### src/rtl/uart_fifo_wr_arb.sv
// uart_fifo_wr_arb
//   Round-robin arbiter sharing the UART prefetch FIFO write port among NUM_REQ producers.
//   A grant lasts for one burst: up to MAX_BURST beats, or fewer if the producer flags req_last.
//   Every burst is followed by exactly one IDLE bubble cycle.
//
// Optional feature (macro ARB_HEADER_EN): each burst is preceded by a header word
//   {8'hA5, grant_id, burst_seq[15:0]} written from a HDR state.
//
// Ports
//   wr_clk, wr_rst_n  write-domain clock, asynchronous active-low reset
//   req_valid/req_data/req_last  per-requester word valid, packed data, end-of-packet
//   req_ready         per-requester accept (combinational)
//   fifo_wr_en/fifo_wr_data      FIFO write side (combinational pass-through)
//   fifo_wr_vld       FIFO can accept a word this cycle
//   grant_id          currently granted requester
//   busy              high whenever the arbiter is not in IDLE
module uart_fifo_wr_arb #(
    parameter int unsigned NUM_REQ    = 4,
    parameter int unsigned DATA_WIDTH = 32,
    parameter int unsigned MAX_BURST  = 8,
    localparam int unsigned IdW       = (NUM_REQ > 1) ? $clog2(NUM_REQ) : 1,
    localparam int unsigned CntW      = $clog2(MAX_BURST) + 1
) (
    input  logic                          wr_clk,
    input  logic                          wr_rst_n,
    input  logic [NUM_REQ-1:0]            req_valid,
    input  logic [NUM_REQ*DATA_WIDTH-1:0] req_data,
    input  logic [NUM_REQ-1:0]            req_last,
    output logic [NUM_REQ-1:0]            req_ready,
    output logic                          fifo_wr_en,
    output logic [DATA_WIDTH-1:0]         fifo_wr_data,
    input  logic                          fifo_wr_vld,
    output logic [IdW-1:0]                grant_id,
    output logic                          busy
);

`ifdef ARB_HEADER_EN
    typedef enum logic [1:0] {StIdle, StHdr, StXfer} state_e;
    logic [15:0] burst_seq_q;
`else
    typedef enum logic [1:0] {StIdle, StXfer} state_e;
`endif

    state_e          state_q;
    logic [IdW-1:0]  rr_ptr_q;
    logic [CntW-1:0] beat_cnt_q;

    logic            found;
    logic [IdW-1:0]  pick;
    logic [IdW-1:0]  sel;
    int unsigned     idx;
    logic            beat;
    logic            burst_end;
    logic [IdW-1:0]  nxt_ptr;

    assign busy = (state_q != StIdle);

    // First valid requester at or after rr_ptr, wrapping modulo NUM_REQ.
    always_comb begin
        found = 1'b0;
        pick  = '0;
        idx   = 0;
        sel   = '0;
        for (int unsigned i = 0; i < NUM_REQ; i++) begin
            idx = (32'(rr_ptr_q) + i) % NUM_REQ;
            sel = IdW'(idx);
            if (!found && req_valid[sel]) begin
                found = 1'b1;
                pick  = sel;
            end
        end
    end

    always_comb begin
        req_ready    = '0;
        fifo_wr_en   = 1'b0;
        fifo_wr_data = '0;
        if (state_q == StXfer && fifo_wr_vld) begin
            req_ready[grant_id] = 1'b1;
        end
        beat = req_valid[grant_id] & req_ready[grant_id];
        if (beat) begin
            fifo_wr_en   = 1'b1;
            fifo_wr_data = req_data[grant_id*DATA_WIDTH +: DATA_WIDTH];
        end
`ifdef ARB_HEADER_EN
        if (state_q == StHdr && fifo_wr_vld) begin
            fifo_wr_en   = 1'b1;
            fifo_wr_data = DATA_WIDTH'({8'hA5, 8'(grant_id), burst_seq_q});
        end
`endif
    end

    // req_last and the MAX_BURST limit on the same beat collapse into one burst end.
    assign burst_end = beat & (req_last[grant_id] | (beat_cnt_q == CntW'(MAX_BURST - 1)));
    assign nxt_ptr   = (grant_id == IdW'(NUM_REQ - 1)) ? '0 : grant_id + 1'b1;

    always_ff @(posedge wr_clk or negedge wr_rst_n) begin
        if (!wr_rst_n) begin
            state_q     <= StIdle;
            rr_ptr_q    <= '0;
            grant_id    <= '0;
            beat_cnt_q  <= '0;
`ifdef ARB_HEADER_EN
            burst_seq_q <= '0;
`endif
        end else begin
            unique case (state_q)
                StIdle: begin
                    if (found) begin
                        grant_id   <= pick;
                        beat_cnt_q <= '0;
`ifdef ARB_HEADER_EN
                        state_q    <= StHdr;
`else
                        state_q    <= StXfer;
`endif
                    end
                end
`ifdef ARB_HEADER_EN
                StHdr: begin
                    if (fifo_wr_vld) begin
                        state_q <= StXfer;
                    end
                end
`endif
                StXfer: begin
                    if (burst_end) begin
                        state_q     <= StIdle;
                        rr_ptr_q    <= nxt_ptr;
                        beat_cnt_q  <= '0;
`ifdef ARB_HEADER_EN
                        burst_seq_q <= burst_seq_q + 16'd1;
`endif
                    end else if (beat) begin
                        beat_cnt_q <= beat_cnt_q + 1'b1;
                    end
                end
                default: state_q <= StIdle;
            endcase
        end
    end

endmodule
### config.mk
export PLATFORM = sky130hd
export DESIGN_NAME = uart_fifo_wr_arb
export DESIGN_NICKNAME = d
export VERILOG_FILES = /design/src/rtl/uart_fifo_wr_arb.sv
export SDC_FILE = /design/constraint.sdc
export NUM_CORES = 1
export LEC_CHECK = 0
export CAP_MARGIN = 30
export CORE_MARGIN = 2
export CORE_UTILIZATION = 26
export DETAILED_ROUTE_END_ITERATION = 6
export GPL_ROUTABILITY_DRIVEN = 0
export HOLD_SLACK_MARGIN = 0.03
export PLACE_DENSITY = 0.79
export SETUP_SLACK_MARGIN = 0.05
export SYNTH_ARGS = -nofsm -noshare
export SYNTH_HDL_FRONTEND = slang
export SYNTH_SLANG_ARGS = --single-unit
export TNS_END_PERCENT = 1
### constraint.sdc
create_clock -name wr_clk -period 2.8 [get_ports wr_clk]
set_input_delay 0.7 -clock wr_clk [delete_from_list [all_inputs] [get_ports wr_clk]]
set_output_delay 0.7 -clock wr_clk [all_outputs]
set_load 0.01 [all_outputs]
==> load_flow_metrics.sql <==
INSERT INTO impl_metrics (metric_group, metric, value, unit) VALUES
('layout', 'layout_nets', '483', ''),
('detailed_routing', 'detailedRoute.firstPassIterationCount', '4', ''),
('setup_path', 'start_kind', 'primary input', ''),
('yosys', 'most_common_cell_in_the_netlist', 'sky130_fd_sc_hd__mux4_2', ''),
('layout', 'register_area', '228', 'um2'),
('grt', 'antenna_found_initial', '0', ''),
('yosys', 'synth_fp_nets', '285', ''),
('sta', 'slew_worst_pin', '0.410', 'ns'),
('sta', 'hold-worst-slack', '0.500', 'ns'),
('grt', 'groute.layer.met2.usage', '39.9', '%'),
('setup_path', 'critical_path_arrival', '2.26', 'ns'),
('clocking', 'cts_made_buffers', '3', ''),
('clocking', 'clkLatencyLatePin', '0.23', 'ns'),
('grt', 'globalRouteOverflowTotal', '0', ''),
('yosys', 'synth-async-reset-ratio', '100', '%'),
('sta', 'fin_tns_setup', '-4.23', 'ns'),
('sta', 'hold_viol', '0', ''),
('setup_path', 'ff2ff_path_depth', '5', ''),
('clocking', 'cts.sink_count', '9', ''),
('setup_path', 'criticalPathCategory', 'in2out', ''),
('clocking', 'cts_tree', 'yes', ''),
('die', 'die-width', '82.9', 'um'),
('layout', 'drive_above_1_share', '42.3', '%'),
('detailed_routing', 'ant_nets', '0', ''),
('setup_path', 'timing.rr.start', 'grant_id[0]', ''),
('sta', 'unrepaired_setup_endpoints_after_global_routing', 'yes', ''),
('status', 'run_status', 'finished, violations left', ''),
('grt', 'global_route.usage.met1', '22.4', '%'),
('die', 'fp-row-count', '28', ''),
('layout', 'antenna-diode-count', '0', ''),
('detailed_routing', 'detailroute.via_count', '2058', ''),
('yosys', 'ys_ff_latch', '9', ''),
('power', 'leakage', '1.66', 'nW'),
('yosys', 'yosys.area.top_type_share', '47.3', '%'),
('power', 'power.density', '605', 'nW/um2'),
('sta', 'finClkSkew', '0.00165', 'ns'),
('grt', 'grt_pass1_wl', '11.5', 'mm'),
('sta', 'worst_slack', '-0.160', 'ns'),
('die', 'fp.coreArea', '5960', 'um2'),
('placement', 'number_of_buffers_inserted_by_port_buffering', '178', ''),
('clocking', 'clockBufferDepth', '2', ''),
('detailed_routing', 'drc', '0', ''),
('yosys', 'library_cell_with_the_largest_summed_area_after_synthesis', 'sky130_fd_sc_hd__mux4_2', ''),
('grt', 'grt_util_all_layers', '20.5', '%'),
('layout', 'layout.cell_area.non_filler', '4060', 'um2'),
('setup_path', 'rr_endpoint', 'beat_cnt_q[3]', ''),
('setup_path', 'crit_path_max_fanout', '8', ''),
('yosys', 'post_synthesis_sequential_area_ratio', '13.9', '%'),
('sta', 'setup_viol', '33', ''),
('placement', 'dpl-instance-area', '3780', 'um2'),
('yosys', 'netlist_top_cells_count', '34 x sky130_fd_sc_hd__mux4_2, 32 x sky130_fd_sc_hd__nor2b_1, 9 x sky130_fd_sc_hd__dfrtp_1', ''),
('layout', 'final_core_utilization', '68.1', '%'),
('grt', 'first_global_vias', '2257', ''),
('sta', 'period_minus_slack', '2.96', 'ns'),
('yosys', 'synth_warn', '0', ''),
('layout', 'n_fill_cell', '454', ''),
('status', 'violations', 'setup timing', ''),
('yosys', 'postSynth.topFlopCell', 'sky130_fd_sc_hd__dfrtp_1', ''),
('die', 'boundaryPins', '179', ''),
('grt', 'gr-max-usage-layer', 'met2', ''),
('yosys', 'ys_types', '35', ''),
('yosys', 'synth.area.top_cells', 'sky130_fd_sc_hd__mux4_2 47%, sky130_fd_sc_hd__dfrtp_1 14%, sky130_fd_sc_hd__nor2b_1 12%', ''),
('yosys', 'count_of_flip_flops_with_a_built_in_enable_after_synthesis', '0', ''),
('yosys', 'syn_area', '1620', 'um2'),
('setup_path', 'startpoint', 'req_valid[3]', ''),
('clocking', 'cts-root-buf', 'sky130_fd_sc_hd__clkbuf_8', ''),
('grt', 'groute.layer.met3.usage', '4.87', '%'),
('layout', 'multi_input_comb_area', '1560', 'um2'),
('clocking', 'htree_levels', '1', ''),
('detailed_routing', 'postRouteWirelength', '7.42', 'mm'),
('job', 'drv.max_cap_violation_count', '0', '');
-- report_power, final --
part           internal (mW)  leakage (nW)  switching (mW)  total [mW]
Clock                 0.0992        0.0228          0.0514       0.151
Combinational           1.31          1.52           0.758        2.07
Sequential             0.173         0.110          0.0636       0.236
Total                   1.58          1.66           0.873        2.45
-- metrics by stage --
step | cells | total power [mW]
4_1_cts | 407 | 2.23
6_report | 413 | 2.45
5_1_grt | 413 | 2.61
2_1_floorplan | 141 | 1.38
3_3_place_gp | 403 | 2.06
3_5_place_dp | 403 | 2.09
-- layer usage --
metal | share of wire (%) | vias up
li1 | - | 954
met1 | 38 | 999
met2 | 54 | 92
met3 | 5.9 | 13
met4 | 1.9 | 0
met5 | 0 | -
-- final cells by class --
type                       count  share of cell area (%)
inverter                       7                   0.771
multi-input combinational    112                    38.4
tap                           75                    2.31
sequential                     9                    5.62
timing repair buffer         206                    51.8
clock buffer                   4                    1.11
-- kinds of logic after synthesis --
kind of cell / synth area share (%)
compound gates: 7.26
simple gates: 19.5
mux: 49.3
flops: 13.9
fa+ha+maj: 3.86
buf+inv: 6.18
-- critical path, cell delays in order --
cell and delay (ns):
sky130_fd_sc_hd__dlygate4sd2_1 0.23, sky130_fd_sc_hd__nand2_1 0.07, sky130_fd_sc_hd__mux4_2 0.47, sky130_fd_sc_hd__or2_4 0.35
sky130_fd_sc_hd__clkbuf_16 0.21, sky130_fd_sc_hd__nor2b_4 0.12, sky130_fd_sc_hd__buf_6 0.11
-- state kept, by name, summed over array words and instances, names as in the netlist --
| name | count |
|---|---|
| state_q | 1 |
| grant_id | 2 |
| rr_ptr_q | 2 |
| beat_cnt_q | 4 |
-- how the worst min path moves through the flow --
stage | start | endpoint | slack (ns) | cells after the start
2_1_floorplan | wr_rst_n | beat_cnt_q[0] | 0.40 | 0
3_3_place_gp | beat_cnt_q[2] | beat_cnt_q[2] | 0.49 | 1
3_5_place_dp | beat_cnt_q[2] | beat_cnt_q[2] | 0.50 | 1
4_1_cts | beat_cnt_q[2] | beat_cnt_q[2] | 0.50 | 1
5_1_grt | beat_cnt_q[2] | beat_cnt_q[2] | 0.54 | 1
6_report | beat_cnt_q[2] | beat_cnt_q[2] | 0.50 | 1
-- cell usage in the layout, fill, tap and decap left out, drive strengths merged --
cell type	instances
dfrtp	9
a21oi	4
nor4b	1
o311ai	1
a32o	1
clkdlybuf4s50	141
nor2b	32
a31o	1
a2111oi	1
dlygate4sd2	4
mux2i	1
a21o	1
nor2	3
o21a	1
mux2	2
inv	7
buf	57
o41ai	1
o311a	1
o21ai	1
nor3	1
mux4	34
a31oi	1
a41o	1
and3	5
nand2	7
ha	5
o22ai	1
clkbuf	8
nor4	1
nor3b	2
or2	2
-- what timing repair did --
| item | in CTS | in global routing |
|---|---|---|
| gates cloned | 0 | 5 |
| resized for setup | 116 | 74 |
| pin swaps | 0 | 3 |
| setup buffers | 0 | 1 |
| hold buffers | 0 | 0 |
| setup endpoints to repair | 33 | 33 |
(Power assumes the default switching activity.)
